<file path="src/rtl/call_stack_if.sv">
// Control/data bundle between the control unit and the return-address stack.
// The control unit is the master; the stack is the slave.
interface call_stack_if #(
    parameter int WIDTH = 8,
    parameter int DEPTH = 4
);
    localparam int CW = $clog2(DEPTH + 1);

    logic             push;
    logic             pop;
    logic             inc;
    logic [WIDTH-1:0] din;
    logic [WIDTH-1:0] top;
    logic [CW-1:0]    count;
    logic             empty;
    logic             full;
    logic             ovf;
    logic             unf;

    modport master (
        output push, pop, inc, din,
        input  top, count, empty, full, ovf, unf
    );

    modport slave (
        input  push, pop, inc, din,
        output top, count, empty, full, ovf, unf
    );
endinterface

</file>
<file path="src/rtl/call_stack.sv">
// Return-address stack: JMS pushes, BRB pops, inc bumps the top entry in place.
// Overflow/underflow attempts are refused and latched in sticky flags.
module call_stack #(
    parameter int WIDTH = 8,
    parameter int DEPTH = 4
) (
    input  logic        clk,
    input  logic        clr,
    call_stack_if.slave bus
);
    localparam int CW = $clog2(DEPTH + 1);
    localparam int AW = (DEPTH > 1) ? $clog2(DEPTH) : 1;

    typedef enum logic [2:0] {
        OP_HOLD,
        OP_REPLACE,
        OP_PUSH,
        OP_POP,
        OP_INC,
        OP_OVF,
        OP_UNF
    } op_e;

    logic [WIDTH-1:0] mem_q [DEPTH];
    logic [CW-1:0]    count_q, count_d;
    logic             ovf_q, ovf_d;
    logic             unf_q, unf_d;

    op_e              op;
    logic             wr_en;
    logic [AW-1:0]    wr_idx;
    logic [WIDTH-1:0] wr_data;
    logic [AW-1:0]    top_idx;
    logic [WIDTH-1:0] top_val;
    logic             is_empty;
    logic             is_full;

    assign is_empty = (count_q == '0);
    assign is_full  = (count_q == CW'(DEPTH));
    assign top_idx  = AW'(count_q - CW'(1));
    assign top_val  = is_empty ? '0 : mem_q[top_idx];

    // Operation priority: push&pop, push, pop, inc; inc is dropped if push or pop is present.
    always_comb begin
        op = OP_HOLD;
        if (bus.push && bus.pop) begin
            op = is_empty ? OP_PUSH : OP_REPLACE;
        end else if (bus.push) begin
            op = is_full ? OP_OVF : OP_PUSH;
        end else if (bus.pop) begin
            op = is_empty ? OP_UNF : OP_POP;
        end else if (bus.inc) begin
            op = is_empty ? OP_UNF : OP_INC;
        end
    end

    always_comb begin
        count_d = count_q;
        ovf_d   = ovf_q;
        unf_d   = unf_q;
        wr_en   = 1'b0;
        wr_idx  = top_idx;
        wr_data = bus.din;
        unique case (op)
            OP_REPLACE: begin
                wr_en = 1'b1;
            end
            OP_PUSH: begin
                wr_en   = 1'b1;
                wr_idx  = AW'(count_q);
                count_d = count_q + CW'(1);
            end
            OP_POP: begin
                count_d = count_q - CW'(1);
            end
            OP_INC: begin
                wr_en   = 1'b1;
                wr_data = top_val + WIDTH'(1);
            end
            OP_OVF:  ovf_d = 1'b1;
            OP_UNF:  unf_d = 1'b1;
            default: ;
        endcase
    end

    always_ff @(posedge clk) begin
        if (clr) begin
            count_q <= '0;
            ovf_q   <= 1'b0;
            unf_q   <= 1'b0;
        end else begin
            count_q <= count_d;
            ovf_q   <= ovf_d;
            unf_q   <= unf_d;
        end
    end

    // Entry storage is deliberately not cleared by clr.
    always_ff @(posedge clk) begin
        if (!clr && wr_en) begin
            mem_q[wr_idx] <= wr_data;
        end
    end

    assign bus.top   = top_val;
    assign bus.count = count_q;
    assign bus.empty = is_empty;
    assign bus.full  = is_full;
    assign bus.ovf   = ovf_q;
    assign bus.unf   = unf_q;
endmodule
</file>
<file path="src/flat_wrapper.sv">
// flat-port wrapper written by rule: the top's interface ports become plain ports
module call_stack_flat 
#(
    parameter int WIDTH = 8,
    parameter int DEPTH = 4
)
  (clk, clr, bus_push, bus_pop, bus_inc, bus_din, bus_top, bus_count, bus_empty, bus_full, bus_ovf, bus_unf);
  call_stack_if #(.WIDTH(WIDTH), .DEPTH(DEPTH)) bus_i ();
  input  logic clk;
  input  logic clr;
  input wire logic [$bits(bus_i.push)-1:0] bus_push;
  input wire logic [$bits(bus_i.pop)-1:0] bus_pop;
  input wire logic [$bits(bus_i.inc)-1:0] bus_inc;
  input wire logic [$bits(bus_i.din)-1:0] bus_din;
  output wire logic [$bits(bus_i.top)-1:0] bus_top;
  output wire logic [$bits(bus_i.count)-1:0] bus_count;
  output wire logic [$bits(bus_i.empty)-1:0] bus_empty;
  output wire logic [$bits(bus_i.full)-1:0] bus_full;
  output wire logic [$bits(bus_i.ovf)-1:0] bus_ovf;
  output wire logic [$bits(bus_i.unf)-1:0] bus_unf;
  assign bus_i.push = bus_push;
  assign bus_i.pop = bus_pop;
  assign bus_i.inc = bus_inc;
  assign bus_i.din = bus_din;
  assign bus_top = bus_i.top;
  assign bus_count = bus_i.count;
  assign bus_empty = bus_i.empty;
  assign bus_full = bus_i.full;
  assign bus_ovf = bus_i.ovf;
  assign bus_unf = bus_i.unf;
  call_stack #(.WIDTH(WIDTH), .DEPTH(DEPTH)) u_core (.clk(clk), .clr(clr), .bus(bus_i));
endmodule
</file>
<file path="config.mk">
export PLATFORM = sky130hd
export DESIGN_NAME = call_stack_flat
export DESIGN_NICKNAME = d
export VERILOG_FILES = /design/src/rtl/call_stack_if.sv /design/src/rtl/call_stack.sv /design/src/flat_wrapper.sv
export SDC_FILE = /design/constraint.sdc
export NUM_CORES = 1
export LEC_CHECK = 0
export BUFFER_PORTS_ARGS = -buffer_cell sky130_fd_sc_hd__buf_2
export CORE_MARGIN = 2
export CORE_UTILIZATION = 58
export CTS_BUF_LIST = sky130_fd_sc_hd__clkbuf_4
export DETAILED_ROUTE_END_ITERATION = 10
export GPL_ROUTABILITY_DRIVEN = 0
export GPL_TIMING_DRIVEN = 1
export PLACE_DENSITY = 0.85
export SLEW_MARGIN = 10
export SYNTH_ARGS = -nofsm -noshare
export SYNTH_HDL_FRONTEND = slang
export SYNTH_SLANG_ARGS = --single-unit
</file>
<file path="constraint.sdc">
create_clock -name clk -period 3.55 [get_ports clk]
set_input_delay 0.355 -clock clk [delete_from_list [all_inputs] [get_ports clk]]
set_output_delay 0.355 -clock clk [all_outputs]
set_load 0.02 [all_outputs]
</file>
==> results of run 1 <==
power by group through the flow:
stage                     registers (uW)  logic (uW)  clock network (uW)
final                                560         653                 300
after global routing                 565         701                 325
after CTS                            560         648                 302
after detailed placement             570         640                   0
after global placement               564         618                   0
after floorplan                      581         455                   0
synth_stat cells:
cell type   n
edfxtp_1   32
nand4_1     3
mux4_1      4
buf_2       1
dfxtp_1     5
mux2i_1     1
and2_1      9
or3_1       1
nand3b_1    1
o31ai_1     1
a21boi_0    2
nor2_1      6
nand2_1    14
buf_6       1
o21ai_0     6
nand2b_1    2
xnor2_1     1
o211ai_1    2
and2_4      1
or4_1       3
nand3_1     9
o21a_1      1
ha_1        4
buf_8       1
xor2_1      2
o21bai_1    1
mux4_2      4
and3b_1     1
a221o_1     1
clkbuf_1    3
a31oi_1     3
inv_1       6
nor3_1      6
a21oi_1     6
metrics by stage:
| stage | hold WS, ps | area (sq um) |
|---|---|---|
| after floorplan | 424.1 | 1841 |
| after global placement | 445.9 | 2018 |
| after detailed placement | 465.3 | 2018 |
| after CTS | 246.2 | 2102 |
| after global routing | 253.6 | 2102 |
| final | 252.6 | 2102 |
state kept, by name, summed over array words and instances (netlist names):
register / count
u_core.bus.unf: 1
u_core.bus.ovf: 1
u_core.bus.count: 3
u_core.mem_q: 32
routing by layer:
layer	up-vias	share of wire
met3	18	0.055
li1	617	-
met4	0	0.039
met1	625	0.42
met5	-	0
met2	61	0.49
logic make-up after synthesis:
family / Yosys count
adders and majority gates: 4
DFF: 37
AOI/OAI and AO/OA: 23
and+or+nand+nor: 56
buffers and inverters: 12
xor gates and xnor gates: 3
muxes: 9
final cells by class:
cell class / count / area, sq um / share of cell area
clock buffers: 6 / 45.04 / 0.02143
clock inverters: 2 / 38.79 / 0.01845
inverters: 6 / 22.52 / 0.01071
multi-input cells: 95 / 714.4 / 0.3399
flip-flops and latches: 37 / 1061 / 0.5048
well taps: 44 / 55.05 / 0.02619
repair buffers: 31 / 165.2 / 0.07857
worst paths after layout:
check / to / slack, ps / depth (start not counted)
worst max-delay path: u_core.mem_q[1][4] / 710 / 8
worst min-delay path: u_core.bus.ovf / 250 / 2
worst max register to register: u_core.mem_q[1][4] / 710 / 8
worst min register to register: u_core.bus.ovf / 490 / 2
worst max-delay path, cell delays in order, from the launching register on:
cell,delay (ps)
dfxtp_1,450
inv_1,130
ha_1,590
mux4_1,420
and2_1,220
ha_1,230
nand3_1,130
xor2_1,90
o21ai_0,360
==> flow_summary.toml, run 1 <==
[outcome]
outcome = "finished, final reports clean"

[sta]
setup_viol = 0
period_share = 0.8005
tns_ps = 0
max_freq_ghz = 0.3519
slew_headroom = 0.4397
finClkSkew_ps = 7.363
hold_viol = 0
rsz0062_at_grt = "no"
slew_violations = 0
worst_pin_slew_ps = 837.3
layout_setup_ws_ps = 708.3
period_needed_ps = 2842

[clock_network]
h-tree-depth = 2
post_cts_buffers = 0
cts_resized = 0
cts_tree = "done"
holdBufCountCts = 0
cts_sinks = 37
cts_buffers = 5
cts-root-buf = "clkbuf_4"
clk_pin_slew_ps = 110
clock_latency_ps = 340
clk_path_buf_depth = 2

[power_and_ir_drop]
p_comb_frac = 0.432
pwr-share-clk = 0.198
pwr-share-seq = 0.370
ir_drop_v = 0.0004251
power_switching_share = 0.3837
intPower_uw = 932.7
finalPower_uw = 1513
p_per_area_nw_per_um2 = 720.0
p_sw_uw = 580.7
leakage_uw = 0.0007952

[setup_path]
reg2reg_from = "u_core.bus.count[1]"
crit_path_end_kind = "flop"
worstPathRequired_ps = 3660
cp-start-kind = "flop"
worstSetupStartpoint = "u_core.bus.count[1]"
path_class = "reg2reg"
cp_max_fo = 11
critPathArrivalTime_ps = 2950

[global_route]
met1_usage = 0.3139
grt_pass1_vias = 1375
grt_max_degree = 17
gr-usage-met3 = 0.04691
grt-ovfl-total = 0
top_usage_layer = "met2"
grt_use_met2 = 0.4224
grt_pass1_wl_mm = 6.430
antenna_found_initial = 0
grtUsageTotal = 0.2547

[floorplanning]
die_width_um = 60.33
start_util = 0.6079
chipHeight_um = 60.33
rows = 20
die_area_sq_um = 3640
core_sq_um = 3028
ios = 28

[logic_synthesis]
synth_cell_types = 34
synth_fa_ha_area_frac = 0.02719
synth_area_per_cell_sq_um = 12.78
yosys_warnings = 0
synthesis.area_sq_um = 1841
synth-seq-area-share = 0.5765
synth_top_family_by_area = "simple AND/OR/NAND/NOR gates"
synth-seq-cells = 37
synth_area_leaders = "edfxtp_1 52%, mux4_1 5.7%, dfxtp_1 5.4%, mux4_2 4.9%, and2_1 3.1%"
yosys.area.top_type_share = 0.5221
synth-xor-area-share = 0.01428
synthMuxAreaShare = 0.1115
synth_compound_area_frac = 0.07682
synth_nets = 161
synth_cells = 144
yosysTopAreaCell = "edfxtp_1"
synthSimpleGateAreaFrac = 0.1584

[detailed_routing]
firstDrtPassIters = 4
drt_wl_total_mm = 3.965
drc = 0
drt_iter0_markers = 58
num_vias = 1321
antenna_left = 0
viasPerCell = 5.977
drt-wirelength-per-cell_um = 17.94

[finish]
nFillCells = 225
diodes = 0
utilization = 0.6942
fin_nets = 193
synthToLayoutAreaGrowth_pct = 14.21
drive_gt1_frac = 0.2486
final_common_cell = "edfxtp_1"
instances_no_fill = 221
layout_common_cells = "32 x edfxtp_1, 27 x buf_2, 14 x nand2_1"

[placement]
dp_hpwl_mm = 2.709
pre_cts_slack_ps = 758.1
dpl.cell_count = 213
portBuffers = 27

[worst_hold_path]
holdCritStartpoint = "clr"
hold_path.class = "in2reg"

[flow_run]
maxCapViolations = 0
(Power assumes the default switching activity.)
==> run 2, diff against run 1 <==
--- a/config.mk
+++ b/config.mk
@@ -5,14 +5,15 @@
 export SDC_FILE = /design/constraint.sdc
 export NUM_CORES = 1
 export LEC_CHECK = 0
+export ABC_AREA = 1
 export BUFFER_PORTS_ARGS = -buffer_cell sky130_fd_sc_hd__buf_2
 export CORE_MARGIN = 2
-export CORE_UTILIZATION = 58
+export CORE_UTILIZATION = 53
 export CTS_BUF_LIST = sky130_fd_sc_hd__clkbuf_4
 export DETAILED_ROUTE_END_ITERATION = 10
 export GPL_ROUTABILITY_DRIVEN = 0
 export GPL_TIMING_DRIVEN = 1
-export PLACE_DENSITY = 0.85
+export PLACE_DENSITY = 0.81
 export SLEW_MARGIN = 10
 export SYNTH_ARGS = -nofsm -noshare
 export SYNTH_HDL_FRONTEND = slang
==> constraint.sdc (replaced) <==
create_clock -name clk -period 2.4 [get_ports clk]
set_input_delay 0.24 -clock clk [delete_from_list [all_inputs] [get_ports clk]]
set_output_delay 0.24 -clock clk [all_outputs]
set_load 0.02 [all_outputs]
==> run 2 against run 1 <==
Against the previous run:
- count of clock-buffer cells in the layout decreased by 1
- worst setup slack got worse by 480 ps
- power is 140% higher
- largest cell class unchanged
- non-clock buffer count grew 4
- hold slack got worse by 180 ps
- critical endpoint is now u_core.mem_q[2][6]
==> flow_summary.toml, run 2 <==
[outcome]
outcome = "finished, final reports clean"

[sta]
worst_pin_slew_ps = 440.9
hold_viol = 0
finClkSkew_ps = 8.031
period_share = 0.9050
setup_viol = 0
tns_ps = 0
max_freq_ghz = 0.4604
rsz0062_at_grt = "no"
slew_violations = 0
slew_headroom = 0.7030
period_needed_ps = 2172

[setup_path]
path_cells = "inv_1 > ha_4 > inv_4 > nand3_2 > a21oi_4 > ha_2 > nand2_1 > nor2_2 > nand3_1 > nand3_1 > nand2_1"
path_class = "reg2reg"
rr_worst_depth = 11
crit_path_end_kind = "flop"
cp_max_fo = 11
r2r_setup_slack_ps = 230
slowest_stage = "dfxtp_2"
cp_slowest_stage_delay_ps = 360
cp-start-kind = "flop"
critPathArrivalTime_ps = 2260
worstPathRequired_ps = 2490

[clock_network]
holdBufCountCts = 0
cts_sinks = 37
cts_resized = 0
clk_pin_slew_ps = 120
cts-root-buf = "clkbuf_4"
cts_tree = "done"
clk_path_buf_depth = 2
post_cts_buffers = 0
h-tree-depth = 2
clock_latency_ps = 340
cts_buffers = 5

[logic_synthesis]
synth_edf_count = 32
synth_cells = 231
synth_area_per_cell_sq_um = 8.818
synthesis.area_sq_um = 2037
yosys.area.top_type_share = 0.4717
synth_cell_types = 30
yosysTopAreaCell = "edfxtp_1"
synth_nets = 248
synth_area_leaders = "edfxtp_1 47%, nand2_1 14%, nand3_1 6.4%, dfxtp_1 4.9%, inv_1 4.8%"
ys.flop_type = "edfxtp_1"
synth-seq-cells = 37
synthTopCellsByCount = "75 x nand2_1, 32 x edfxtp_1, 26 x inv_1, 26 x nand3_1, 16 x nor2_1"
synth-seq-area-share = 0.5209
yosys_warnings = 0
synth-async-reset-ratio = 0
synth.most_common_cell = "nand2_1"

[power_and_ir_drop]
power_switching_share = 0.5072
leakage_uw = 0.001080
intPower_uw = 1766
ir_drop_v = 0.0007873
pwr-share-seq = 0.268
pwr-share-clk = 0.090
p_per_area_nw_per_um2 = 1512
p_sw_uw = 1818
finalPower_uw = 3584
p_comb_frac = 0.641

[global_route]
grt_max_degree = 21
grt-ovfl-total = 0
grt_pass1_vias = 1522
grt_pass1_wl_mm = 7.134
antenna_found_initial = 0
grtUsageTotal = 0.2246

[worst_hold_path]
whs_path_depth = 2
hold_path.class = "in2reg"

[placement]
dp_hpwl_mm = 3.083
placed_area_sq_um = 2312
dpl.cell_count = 308
portBuffers = 27

[floorplanning]
start_util = 0.5522
die_area_sq_um = 4355
die_width_um = 66.00
core_sq_um = 3689
rows = 22
chipHeight_um = 66.00
ios = 28

[flow_run]
maxCapViolations = 0

[detailed_routing]
drt_iter0_markers = 117
viasPerCell = 5.225
num_vias = 1651
drc = 0
drt_wl_total_mm = 4.330
antenna_left = 0
drt-wirelength-per-cell_um = 13.70
firstDrtPassIters = 4

[finish]
diodes = 0
drive_gt1_frac = 0.2687
instances_no_fill = 316
synthToLayoutAreaGrowth_pct = 16.34
top_register = "u_core.mem_q"
largest_reg_flops = 32
fin_nets = 284
final_common_cell = "nand2_1"
layout_common_cells = "75 x nand2_1, 32 x edfxtp_1, 27 x buf_2"
utilization = 0.6425
final_area_sq_um = 2370
==> run 2: worst max-delay path: cells and delay by family (launching register included) <==
family	cells	cell delay, ps
and+or+nand+nor	6	620
adders and majority gates	2	480
DFF	1	360
buffers and inverters	2	270
AOI/OAI and AO/OA	1	190
==> run 2: final cells by class <==
cell class,instances,area (sq um)
fillers,311,1319
well taps,48,60.06
multi-input cells,159,860.8
clock buffers,5,37.54
flip-flops and latches,37,1066
inverters,29,120.1
clock inverters,3,17.52
repair buffers,35,207.7
==> run 2: cell families (layout without fill, tap and decap cells) <==
family / count (synthesis) / after routing / share of synthesized area
compound gates: 19 / 19 / 0.05590
xor+xnor: 7 / 7 / 0.03747
fa+ha+maj: 4 / 4 / 0.02457
buf+inv: 35 / 72 / 0.07923
flops: 37 / 37 / 0.5209
simple gates: 129 / 129 / 0.2819
==> run 2: per-layer routing <==
| metal | global-route usage | wire (um) | vias up |
|---|---|---|---|
| met5 | 0 | 0 | - |
| met3 | 0.05111 | 247 | 10 |
| met2 | 0.3939 | 2216 | 57 |
| met1 | 0.2760 | 1790 | 763 |
| met4 | 0.06633 | 76 | 0 |
| li1 | - | - | 821 |
==> run 2: worst paths after layout <==
check | startpoint | to
min | clr | u_core.bus.unf
min reg2reg | u_core.bus.unf | u_core.bus.unf
max reg2reg | u_core.bus.count[1] | u_core.mem_q[2][6]
max | u_core.bus.count[1] | u_core.mem_q[2][6]
==> run 2: power by group through the flow <==
stage               Combinational, uW  Sequential [uW]  Clock (uW)
global placement                 2240              967           0
finish                           2300              962         323
floorplan                        1710              996           0
detailed placement               2280              976           0
CTS                              2300              961         333
global route                     2540              975         368
==> run 2: stage by stage <==
| step | hold WS (ps) | setup WS [ps] |
|---|---|---|
| 2_1_floorplan | 309.1 | 5.024 |
| 3_3_place_gp | 428.4 | 224.4 |
| 3_5_place_dp | 435.0 | 96.80 |
| 4_1_cts | 51.22 | 73.81 |
| 5_1_grt | 52.72 | 31.75 |
| 6_report | 71.13 | 227.9 |
==> run 3, diff against run 2 <==
--- a/config.mk
+++ b/config.mk
@@ -14,6 +14,7 @@
 export GPL_ROUTABILITY_DRIVEN = 0
 export GPL_TIMING_DRIVEN = 1
 export PLACE_DENSITY = 0.81
+export REMOVE_ABC_BUFFERS = 1
 export SLEW_MARGIN = 10
 export SYNTH_ARGS = -nofsm -noshare
 export SYNTH_HDL_FRONTEND = slang
==> run 3 against run 2 <==
Against the previous run:
- first-iteration DRC count is 0.85% higher
- register-to-register slack hardly changed
- final area is 1.1% lower
- clock skew is 5.9 ps higher
- non-clock buffer count is 4 higher
- worst setup slack worse by 14 ps
- power is 0.85% lower
- clock power hardly changed
- cell count is 1.3% higher
- critical path depth is 1 higher
- sequential share of layout area is 0.27 points higher
- via count is 1.7% lower
- largest cell class unchanged
- largest power group unchanged
==> flow_summary.toml, run 3 (synthesized netlist as in run 2, its figures left out) <==
[outcome]
outcome = "finished, final reports clean"

[setup_path]
path_class = "reg2reg"
cp_max_fo = 10
worstPathRequired_ps = 2430
critical_path.top_delay_family = "simple AND/OR/NAND/NOR gates"
slowest_stage = "dfxtp_1"
cp-start-kind = "flop"
path_cells = "inv_1 > ha_4 > nand2_2 > nand2_1 > nand3_1 > nand2_1 > nand2_1 > nand2_8 > o21ai_1 > nand2_1 > nor2_1 > buf_4"
cp_slowest_stage_delay_ps = 380
timing.critical_path.mode_cell = "nand2_1"
crit_path_end_kind = "flop"
worstPathBufferInverterCount = 2
critPathArrivalTime_ps = 2220

[sta]
period_share = 0.9109
period_needed_ps = 2186
worst_pin_slew_ps = 383.0
finClkSkew_ps = 13.93
hold_viol = 0
tns_ps = 0
slew_violations = 0
setup_viol = 0
rsz0062_at_grt = "no"
slew_headroom = 0.7420
max_freq_ghz = 0.4574

[power_and_ir_drop]
p_per_area_nw_per_um2 = 1515
ir_drop_v = 0.0008333
leakage_uw = 0.001103

[placement]
dp_hpwl_mm = 2.973
dpl.cell_count = 311
portBuffers = 27

[flow_run]
maxCapViolations = 0

[detailed_routing]
antenna_left = 0
num_vias = 1623
firstDrtPassIters = 4
drt_iter0_markers = 118
viasPerCell = 5.072
drc = 0
drt_wl_total_mm = 4.216
drt-wirelength-per-cell_um = 13.18

[global_route]
antenna_found_initial = 0
grt_pass1_vias = 1479
grt_pass1_wl_mm = 6.831
grt_max_degree = 21
grtUsageTotal = 0.2184
grt-ovfl-total = 0

[clock_network]
clk_pin_slew_ps = 110
cts_sinks = 37
h-tree-depth = 2
cts_buffers = 5
clock_latency_ps = 330
clk_path_buf_depth = 2
cts_tree = "done"
cts-root-buf = "clkbuf_4"

[finish]
synthToLayoutAreaGrowth_pct = 15.11
largest_reg_flops = 32
fin_nets = 288
nFillCells = 338
instances_no_fill = 320
layout_common_cells = "75 x nand2_1, 32 x edfxtp_1, 27 x buf_2"
drive_gt1_frac = 0.2353
diodes = 0
top_register = "u_core.mem_q"
final_common_cell = "nand2_1"

[floorplanning]
chipHeight_um = 66.00
core_sq_um = 3689
die_area_sq_um = 4355
ios = 28
start_util = 0.5522
die_width_um = 66.00
rows = 22

[worst_hold_path]
hold_path.class = "in2reg"
run 3: changes by cell type in the layout (fill, tap and decap cells not counted), moves of 2 or more:
cell | before | now
dfxtp_1 | 3 | 5
nor2_2 | 6 | 2
nand3_2 | 3 | 1
clkinvlp_4 | 2 | 0
nand3_1 | 24 | 26
clkbuf_4 | 5 | 7
buf_4 | 7 | 12
nor2_1 | 12 | 16
clkinv_2 | 2 | 0
inv_1 | 24 | 26
run 3: path summary, 6_finish.rpt:
kind | startpoint | slack, ps | cells after the start | to
setup / recovery | u_core.bus.count[1] | 210 | 12 | u_core.mem_q[3][7]
hold / removal | clr | 80 | 2 | u_core.bus.unf
setup reg to reg | u_core.bus.count[1] | 210 | 12 | u_core.mem_q[3][7]
hold reg to reg | u_core.bus.unf | 450 | 2 | u_core.bus.unf
run 3: final cells by class:
cell class              instances  area, sq um  area share
inverters                      29        111.4     0.04749
multi-input cells             159        830.8      0.3543
flip-flops and latches         37         1061      0.4525
clock inverters                 1        3.754    0.001601
repair buffers                 39        225.2     0.09605
well taps                      48        60.06     0.02561
clock buffers                   7        52.55     0.02241
run 3: worst reg2reg max path: cells and delay by family (launching register included):
| family | cells | cell delay, ps |
|---|---|---|
| buffers and inverters | 2 | 310 |
| AO/OA/AOI/OAI | 1 | 200 |
| AND/OR/NAND/NOR | 8 | 820 |
| adder cells (fa/ha/maj) | 1 | 180 |
| flip-flops | 1 | 380 |
run 3: timing repair:
item / CTS / global route
setup endpoints to repair: 0 / 37
setup buffers: 0 / 1
resized for setup: 0 / 3
hold buffers: 0 / 0
run 3: report_power, final:
part	internal (uW)	switching (uW)
sequential	890	57.9
combinational	780	1500
clock	135	186
run 3: routing by layer:
metal,share of wire,wire [um],GRT usage
met1,0.44,1856,0.2828
met2,0.50,2096,0.3497
met3,0.053,225,0.05792
met4,0.0090,38,0.08673
met5,0,0,0
run 3: metrics by stage:
stage / total power, uW / setup slack (ps) / util / hold WS, ps / cell area [sq um]
finish: 3553 / 213.8 / 0.6357 / 77.33 / 2345
global route: 3867 / 0.08904 / 0.6357 / 43.21 / 2345
CTS: 3491 / 22.22 / 0.6292 / 57.55 / 2321
detailed placement: 3158 / 154.8 / 0.6140 / 428.4 / 2265
global placement: 3137 / 241.5 / 0.6140 / 429.5 / 2265
floorplan: 2470 / -700.0 / - / 309.1 / 1987
